===== src/rtl/vga_pattern_gen.sv =====
// Pixel-colour stage behind display_timing: two-stage pipeline producing 12-bit RGB
// and re-timed syncs, with four test patterns including a bouncing square.
module vga_pattern_gen #(
  parameter int unsigned H_ACTIVE = 640,
  parameter int unsigned V_ACTIVE = 480,
  parameter int unsigned SQ_SIZE  = 32,
  parameter logic        SYNC_RST = 1'b1
) (
  input  logic       clk,
  input  logic       rst,
  input  logic [9:0] sx,
  input  logic [9:0] sy,
  input  logic       enable,
  input  logic       hsync,
  input  logic       vsync,
  input  logic [1:0] mode,
  output logic [3:0] vga_r,
  output logic [3:0] vga_g,
  output logic [3:0] vga_b,
  output logic       vga_hs,
  output logic       vga_vs,
  output logic [7:0] frame_cnt
);

  localparam int unsigned BarW = H_ACTIVE / 8;
  localparam logic [9:0]  XLim = 10'(H_ACTIVE - SQ_SIZE);
  localparam logic [9:0]  YLim = 10'(V_ACTIVE - SQ_SIZE);
  localparam logic [9:0]  SqSz = 10'(SQ_SIZE);

  // Stage 1 registers
  logic [9:0]  sx_q, sy_q;
  logic        enable_q, hs_q, vs_q;
  logic        origin_q;

  // Per-frame state
  logic [1:0]  mode_q;
  logic [7:0]  frame_cnt_q;
  logic [9:0]  sqx_q, sqy_q;
  logic        dx_q, dy_q;   // 1 = moving in the + direction

  // Stage 2 registers
  logic [11:0] rgb_q;
  logic        hs_out_q, vs_out_q;

  logic        origin, frame_start;
  logic [10:0] step_x, step_y;
  logic [2:0]  bar_idx;
  logic        in_sq;
  logic [11:0] rgb_d;

  // One bounce step along an axis; returns {new_dir, new_pos}.
  function automatic logic [10:0] step_axis(input logic [9:0] pos, input logic dir_pos,
                                            input logic [9:0] lim);
    logic [10:0] r;
    if (dir_pos) begin
      r = (pos == lim) ? {1'b0, pos - 10'd1} : {1'b1, pos + 10'd1};
    end else begin
      r = (pos == 10'd0) ? {1'b1, 10'd1} : {1'b0, pos - 10'd1};
    end
    return r;
  endfunction

  // Edge-detect the origin so a pixel spanning several clocks yields one pulse.
  always_comb begin
    origin      = (sx == 10'd0) && (sy == 10'd0);
    frame_start = origin && !origin_q;
    step_x      = step_axis(sqx_q, dx_q, XLim);
    step_y      = step_axis(sqy_q, dy_q, YLim);
  end

  // Stage 1: register the timing inputs.
  always_ff @(posedge clk) begin
    if (rst) begin
      sx_q     <= '0;
      sy_q     <= '0;
      enable_q <= 1'b0;
      hs_q     <= SYNC_RST;
      vs_q     <= SYNC_RST;
      origin_q <= 1'b0;
    end else begin
      sx_q     <= sx;
      sy_q     <= sy;
      enable_q <= enable;
      hs_q     <= hsync;
      vs_q     <= vsync;
      origin_q <= origin;
    end
  end

  // Frame-rate state: mode latch, frame counter and square motion.
  always_ff @(posedge clk) begin
    if (rst) begin
      mode_q      <= 2'd0;
      frame_cnt_q <= 8'd0;
      sqx_q       <= 10'd0;
      sqy_q       <= 10'd0;
      dx_q        <= 1'b1;
      dy_q        <= 1'b1;
    end else if (frame_start) begin
      mode_q         <= mode;
      frame_cnt_q    <= frame_cnt_q + 8'd1;
      {dx_q, sqx_q}  <= step_x;
      {dy_q, sqy_q}  <= step_y;
    end
  end

  // Bar index by threshold comparison; anything past the last boundary is bar 7.
  always_comb begin
    bar_idx = 3'd7;
    for (int i = 7; i >= 1; i--) begin
      if (sx_q < 10'(BarW * i)) bar_idx = 3'(i - 1);
    end
    in_sq = (sx_q >= sqx_q) && (sx_q < sqx_q + SqSz) &&
            (sy_q >= sqy_q) && (sy_q < sqy_q + SqSz);
  end

  // Colour selection from stage-1 coordinates; blank outside the active area.
  always_comb begin
    rgb_d = 12'h000;
    if (enable_q) begin
      unique case (mode_q)
        2'd0: begin
          unique case (bar_idx)
            3'd0: rgb_d = 12'hFFF;
            3'd1: rgb_d = 12'hFF0;
            3'd2: rgb_d = 12'h0FF;
            3'd3: rgb_d = 12'h0F0;
            3'd4: rgb_d = 12'hF0F;
            3'd5: rgb_d = 12'hF00;
            3'd6: rgb_d = 12'h00F;
            3'd7: rgb_d = 12'h000;
          endcase
        end
        2'd1: rgb_d = (sx_q[5] ^ sy_q[5]) ? 12'hFFF : 12'h000;
        2'd2: rgb_d = in_sq ? 12'hF00 : 12'h002;
        2'd3: rgb_d = {sx_q[9:6], sy_q[8:5], frame_cnt_q[3:0]};
      endcase
    end
  end

  // Stage 2: register colour and the twice-delayed syncs.
  always_ff @(posedge clk) begin
    if (rst) begin
      rgb_q    <= 12'h000;
      hs_out_q <= SYNC_RST;
      vs_out_q <= SYNC_RST;
    end else begin
      rgb_q    <= rgb_d;
      hs_out_q <= hs_q;
      vs_out_q <= vs_q;
    end
  end

  assign vga_r     = rgb_q[11:8];
  assign vga_g     = rgb_q[7:4];
  assign vga_b     = rgb_q[3:0];
  assign vga_hs    = hs_out_q;
  assign vga_vs    = vs_out_q;
  assign frame_cnt = frame_cnt_q;

endmodule


===== config.mk =====
export PLATFORM = sky130hd
export DESIGN_NAME = vga_pattern_gen
export DESIGN_NICKNAME = d
export VERILOG_FILES = /design/src/rtl/vga_pattern_gen.sv
export SDC_FILE = /design/constraint.sdc
export NUM_CORES = 1
export LEC_CHECK = 0
export BUFFER_PORTS_ARGS = -buffer_cell sky130_fd_sc_hd__buf_2
export CAP_MARGIN = 20
export CORE_MARGIN = 2
export CORE_UTILIZATION = 58
export DETAILED_ROUTE_END_ITERATION = 10
export PLACE_DENSITY = 0.87
export SLEW_MARGIN = 10
export SYNTH_ARGS = -nofsm -noshare
export SYNTH_HDL_FRONTEND = slang
export SYNTH_SLANG_ARGS = --single-unit

===== constraint.sdc =====
create_clock -name clk -period 2.95 [get_ports clk]
set_input_delay 0.4425 -clock clk [delete_from_list [all_inputs] [get_ports clk]]
set_output_delay 0.4425 -clock clk [all_outputs]
set_load 0.03 [all_outputs]

==> impl_metrics.ini, run 1 <==
[setup_path]
crit_path_end_kind = flip-flop
cpMostUsedCell = ha_1
crit_chain = ha_1, nand3_1, xnor2_1, ha_1, nand4_1, a2111oi_1, nor4_1, o311ai_0, clkbuf_2, a31oi_1
critPathLaunchType = flip-flop
cp.buffers_inverters = 1
max_stage_delay_ns = 0.51
cp.required_ns = 3.18
cp.arrival_ns = 2.91
cp_slowest_cell = dfxtp_1
critPathMaxFanout = 11
critPathTopFamily = compound AO/OA/AOI/OAI gates
crit_type = flip-flop to flip-flop

[pwr]
p_leak_nw = 1.818
vdd_ir_drop_max_mv = 0.2841
switching_share_pct = 22.94
combPwrFrac_pct = 7.8
intPower_mw = 1.627
power_switching_mw = 0.4844
power_density_nw_per_um2 = 464.6
pwr-share-seq_pct = 46.8
power.share.clock_pct = 45.4

[yosys]
ys.flop_type = dfxtp_1
synthTopCellsByCount = 70 x dfxtp_1, 39 x ha_1, 36 x nand2_1
yosysSeqAreaShare_pct = 35.07
syn_nets = 537
yosys_register_bits = 70
avgSynthCellArea_um2 = 8.485
synth.area.top_cells = dfxtp_1 35%, ha_1 12%, a21oi_1 4.4%
yosysWarnings = 0
syn_area_um2 = 3996
yosysTopAreaCellShare_pct = 35.07
ys_async_sr_fraction_pct = 0
synth-edff-count = 0
synth_cell_types = 59
post-synth-top-area-cell = dfxtp_1
yosysMostFrequentCell = dfxtp_1
postSynthCellCount = 471

[status]
status = completed

[floorplan]
die_area_um2 = 7570
start_util_pct = 59.48
core_area_um2 = 6719
die_h_um = 87.01
num_rows = 30
die_width_um = 87.01
io_pins = 49

[drt]
drt-wirelength-per-cell_um = 14.80
via_per_inst = 5.889
remaining_drc_errors = 0
drt_iter0_markers = 327
dr.pass1.iters = 5
vias = 3551
wl_mm = 8.922
ant_nets = 0

[global_routing]
grt.overflow.total = 0
grt.total_usage_pct = 24.34
grt_pass1_wl_mm = 14.50
first_global_vias = 3238
antenna_found_initial = 0
grt_max_degree = 35

[timing]
rsz0062_at_grt = false
max_freq_mhz = 373.2
hold_viol = 0
slew_headroom_pct = 56.11
slew_violations = 0
finalSetupViolCount = 0
skew_ns = 0.006864
timing.final.crit_share_pct = 90.84
tightestPinTransition_ns = 0.6584
finalWorstSetupSlack_ns = 0.2702
fin_crit_ns = 2.680
fin_setup_tns_ns = 0

[cts]
htree_levels = 3
hold_buffers = 0
cts_buffers = 9
cts_setup_buffers = 0
clk_latency_ns = 0.36
cts_tree = yes
cts.reportedPaths.clkPinSlew_ns = 0.08
clockBufferDepth = 2
cts-root-buf = clkbuf_8
clock_sinks = 70
cts_resized = 0

[placed_design]
dpl_cell_area_um2 = 4290
pre_cts_ws_ns = 0.2069
numPortBuffers = 48
gp_congestion = 0.8983
place_hpwl_mm = 6.303

[cells_and_area]
drive_gt1_share_pct = 16.06
fill_cells = 522
final_core_util_pct = 67.64
finish.instance_area_um2 = 4544
syn_to_final_growth_pct = 13.71
nets = 584
diodes = 0

[hold_path]
hp-class = input port to flip-flop

[job]
maxCapViolations = 0
stage by stage:
| stage | instances | power (mW) | hold slack [ns] |
|---|---|---|---|
| 2_1_floorplan | 471 | 1.114 | 0.3895 |
| 3_3_place_gp | 586 | 1.164 | 0.3954 |
| 3_5_place_dp | 586 | 1.169 | 0.3975 |
| 4_1_cts | 602 | 2.111 | 0.2569 |
| 5_1_grt | 603 | 2.185 | 0.2543 |
| 6_report | 603 | 2.111 | 0.2556 |
worst register-to-register path: cells and delay by family (launching register included):
family | cells | cell delay, ns
AO/OA/AOI/OAI | 3 | 0.70
XOR/XNOR | 1 | 0.16
adder cells (fa/ha/maj) | 2 | 0.58
buffers and inverters | 1 | 0.25
flip-flops | 1 | 0.51
AND/OR/NAND/NOR | 3 | 0.34
kinds of logic (layout without fill, tap and decap cells):
logic type / Yosys count / count (layout) / share of synthesized area [%]
AO/OA/AOI/OAI: 102 / 102 / 16.59
XOR/XNOR: 26 / 26 / 5.698
adder cells (fa/ha/maj): 39 / 39 / 12.21
buffers and inverters: 50 / 102 / 5.197
flip-flops: 70 / 70 / 35.07
multiplexers: 3 / 3 / 0.7514
AND/OR/NAND/NOR: 181 / 181 / 24.48
layer usage:
metal  GRT usage, %  up-vias  share of wire, %
li1               -     1761                 -
met1          33.57     1608                47
met2          37.27      160                44
met3          5.403       22               7.3
met4          8.949        0               2.1
met5              0        -                 0
path summary, 6_finish.rpt:
path / startpoint / endpoint / slack [ns] / cells after the start
setup / recovery: sqx_q[5] / rgb_q[10] / 0.27 / 10
hold / removal: hsync / hs_q / 0.26 / 2
setup reg to reg: sqx_q[5] / rgb_q[10] / 0.27 / 10
hold reg to reg: hs_q / vga_hs / 0.42 / 1
layout make-up:
| type | count | area (µm²) | share of cell area (%) |
|---|---|---|---|
| Clock buffer | 11 | 141.4 | 3.111 |
| Sequential cell | 70 | 1401 | 30.84 |
| Tap cell | 80 | 100.1 | 2.203 |
| Timing Repair Buffer | 55 | 290.3 | 6.388 |
| Multi-Input combinational cell | 351 | 2389 | 52.56 |
| Clock inverter | 5 | 106.4 | 2.340 |
| Inverter | 31 | 116.4 | 2.561 |
power groups by stage:
stage | clock, mW | combinational, mW | sequential, mW
2_1_floorplan | 0 | 0.0984 | 1.02
3_3_place_gp | 0 | 0.155 | 1.01
3_5_place_dp | 0 | 0.160 | 1.01
4_1_cts | 0.961 | 0.162 | 0.987
5_1_grt | 1.01 | 0.183 | 0.991
6_report | 0.958 | 0.164 | 0.988
registers in the layout, summed over array words and instances (netlist names):
register   count
hs_q           1
enable_q       1
frame_cnt      8
vga_vs         1
sy_q          10
vga_hs         1
sqx_q         10
rgb_q         12
dx_q           1
origin_q       1
vs_q           1
mode_q         2
sx_q          10
dy_q           1
sqy_q         10
cells in the final DEF (no fill, tap or decap), types with 6 or more instances in the layout:
master and n:
a21oi_1 35, buf_2 48, nand2_1 36, nor2_1 33, inv_1 31, nor4_1 8
clkbuf_8 10, xor2_1 6, dfxtp_1 70, xnor2_1 20, buf_4 6, o21ai_0 19
nand3_1 16, nor2b_1 27, nand4_1 11, ha_1 39, nor3_1 10, a31oi_1 8
a21o_1 9
Note: power is estimated with default switching activity, not from simulation.
==> run 2: changes to the inputs <==
--- a/config.mk
+++ b/config.mk
@@ -9,8 +9,10 @@
 export CAP_MARGIN = 20
 export CORE_MARGIN = 2
 export CORE_UTILIZATION = 58
+export CTS_CLUSTER_SIZE = 30
 export DETAILED_ROUTE_END_ITERATION = 10
 export PLACE_DENSITY = 0.87
+export RECOVER_POWER = 25
 export SLEW_MARGIN = 10
 export SYNTH_ARGS = -nofsm -noshare
 export SYNTH_HDL_FRONTEND = slang
==> run 2 against run 1 <==
Against the previous run: die area is the same; sequential power is essentially flat; clock skew grew 0.0012 ns; count of clock-buffer cells in the layout is the same; largest cell class unchanged; maximum frequency shrank 1.9%; register-to-register slack lost 0.05 ns; global-route usage is the same; critical path type unchanged; sequential share of layout area is essentially flat; critical endpoint unchanged; routed wire length grew 0.90%; power grew 0.18%; utilization shrank 0.074 points.
==> impl_metrics.ini, run 2 (same netlist as run 1, synthesis figures left out) <==
[setup_path]
rrSetupSlack_ns = 0.22
crit_path_end_kind = flip-flop
critPathTopFamily = compound AO/OA/AOI/OAI gates
critPathMaxFanout = 11
critPathLaunchType = flip-flop
timing.rr.start = sqx_q[5]
reg2regPathDepth = 10
worstReg2RegEnd = rgb_q[10]
cp.buffers_inverters = 1
cp.arrival_ns = 2.96
cp.required_ns = 3.18
cpMostUsedCell = ha_1
cp_slowest_cell = dfxtp_1
max_stage_delay_ns = 0.50
crit_chain = ha_1, nand3_1, xnor2_1, ha_1, nand4_1, a2111oi_1, nor4_1, o311ai_0, clkbuf_2, a31oi_1
crit_type = flip-flop to flip-flop

[floorplan]
start_util_pct = 59.48
die_width_um = 87.01
io_pins = 49
die_h_um = 87.01
num_rows = 30
core_area_um2 = 6719
die_area_um2 = 7570

[timing]
skew_ns = 0.008099
tightestPinTransition_ns = 1.476
fin_setup_tns_ns = 0
fin_crit_ns = 2.731
finalSetupViolCount = 0
timing.final.crit_share_pct = 92.56
max_freq_mhz = 366.2
slew_violations = 0
worst_hold_slack_ns = 0.2553
hold_viol = 0
rsz0062_at_grt = false
slew_headroom_pct = 1.601

[cells_and_area]
finish.instance_area_um2 = 4539
regMostFlops = rgb_q
layoutNonFillerInstCount = 603
syn_to_final_growth_pct = 13.59
fill_cells = 525
drive_gt1_share_pct = 15.68
largest_reg_flops = 12
nets = 584
mostFrequentLayoutCell = dfxtp_1
diodes = 0
final_cell_mix = 70 x dfxtp_1, 47 x buf_2, 39 x ha_1

[cts]
clock_sinks = 70
htree_levels = 3
cts-root-buf = clkbuf_8
clk_latency_ns = 0.36
clockBufferDepth = 2
cts.reportedPaths.clkPinSlew_ns = 0.08
cts_setup_buffers = 0
cts_buffers = 9
cts_tree = yes

[hold_path]
min_from = hsync
holdPathStages = 2
hp-class = input port to flip-flop
holdPathEnd = hs_q

[pwr]
p_leak_nw = 1.812
finalPower_mw = 2.115
power_density_nw_per_um2 = 465.9
vdd_ir_drop_max_mv = 0.2838

[global_routing]
grt.total_usage_pct = 24.34
grt_max_degree = 35
grt_pass1_wl_mm = 14.50
antenna_found_initial = 0
first_global_vias = 3238
grtUsageMet3_pct = 5.403
use_met2_pct = 37.27
busiest_layer = met2
grtUsageMet1_pct = 33.57
grt.overflow.total = 0

[placed_design]
place_inst = 586
dpl_cell_area_um2 = 4290
numPortBuffers = 48
gp_congestion = 0.8983
place_hpwl_mm = 6.303

[drt]
via_per_inst = 5.949
vias = 3587
remaining_drc_errors = 0
drt_iter0_markers = 330
drt-wirelength-per-cell_um = 14.93
ant_nets = 0
wl_mm = 9.002
dr.pass1.iters = 5

[status]
status = completed

[job]
maxCapViolations = 0
-- run 2: cell count changes in the layout (fill, tap and decap cells not counted), sizes merged --
cell,previous run,this run
clkbuf,12,14
buf,54,52
-- run 2: power breakdown --
part / total [mW] / internal [mW] / switching [mW]
Clock: 0.962 / 0.586 / 0.376
Combinational: 0.164 / 0.0718 / 0.0925
Sequential: 0.988 / 0.968 / 0.0200
Total: 2.11 / 1.63 / 0.489
-- run 2: final cells by class --
class / count / area [µm²] / share of cell area, %
clock inverters: 5 / 106.4 / 2.343
flip-flops and latches: 70 / 1401 / 30.87
clock buffers: 11 / 141.4 / 3.115
well taps: 80 / 100.1 / 2.205
inverters: 31 / 116.4 / 2.563
multi-input cells: 351 / 2389 / 52.62
repair buffers: 55 / 285.3 / 6.284
-- run 2: metrics by stage --
| step | utilization (%) | setup slack, ns |
|---|---|---|
| global route | 67.56 | 0.03127 |
| CTS | 67.54 | 0.1822 |
| floorplan | - | 0.7062 |
| detailed placement | 63.85 | 0.2069 |
| global placement | 63.85 | 0.3899 |
| finish | 67.56 | 0.2195 |
-- run 2: worst max path at each step --
| stage | slack [ns] | depth (start not counted) | to | startpoint |
|---|---|---|---|---|
| floorplan | 0.71 | 10 | rgb_q[10] | sqx_q[5] |
| global placement | 0.39 | 9 | rgb_q[1] | sqx_q[5] |
| detailed placement | 0.21 | 9 | rgb_q[10] | sqx_q[5] |
| CTS | 0.18 | 9 | rgb_q[10] | sqx_q[5] |
| global route | 0.03 | 10 | rgb_q[10] | sqx_q[5] |
| finish | 0.22 | 10 | rgb_q[10] | sqx_q[5] |
-- run 2: metal layers --
metal / vias to the layer above / wire length (µm)
met2: 181 / 3985
met5: - / 0
met3: 24 / 651
met4: 0 / 189
met1: 1628 / 4175
li1: 1754 / -
-- run 2: what timing repair did --
item                       in CTS  in global routing
hold endpoints to repair        0                  0
gates resized for setup         0                  1
setup endpoints to repair       0                  5
hold buffers                    0                  0
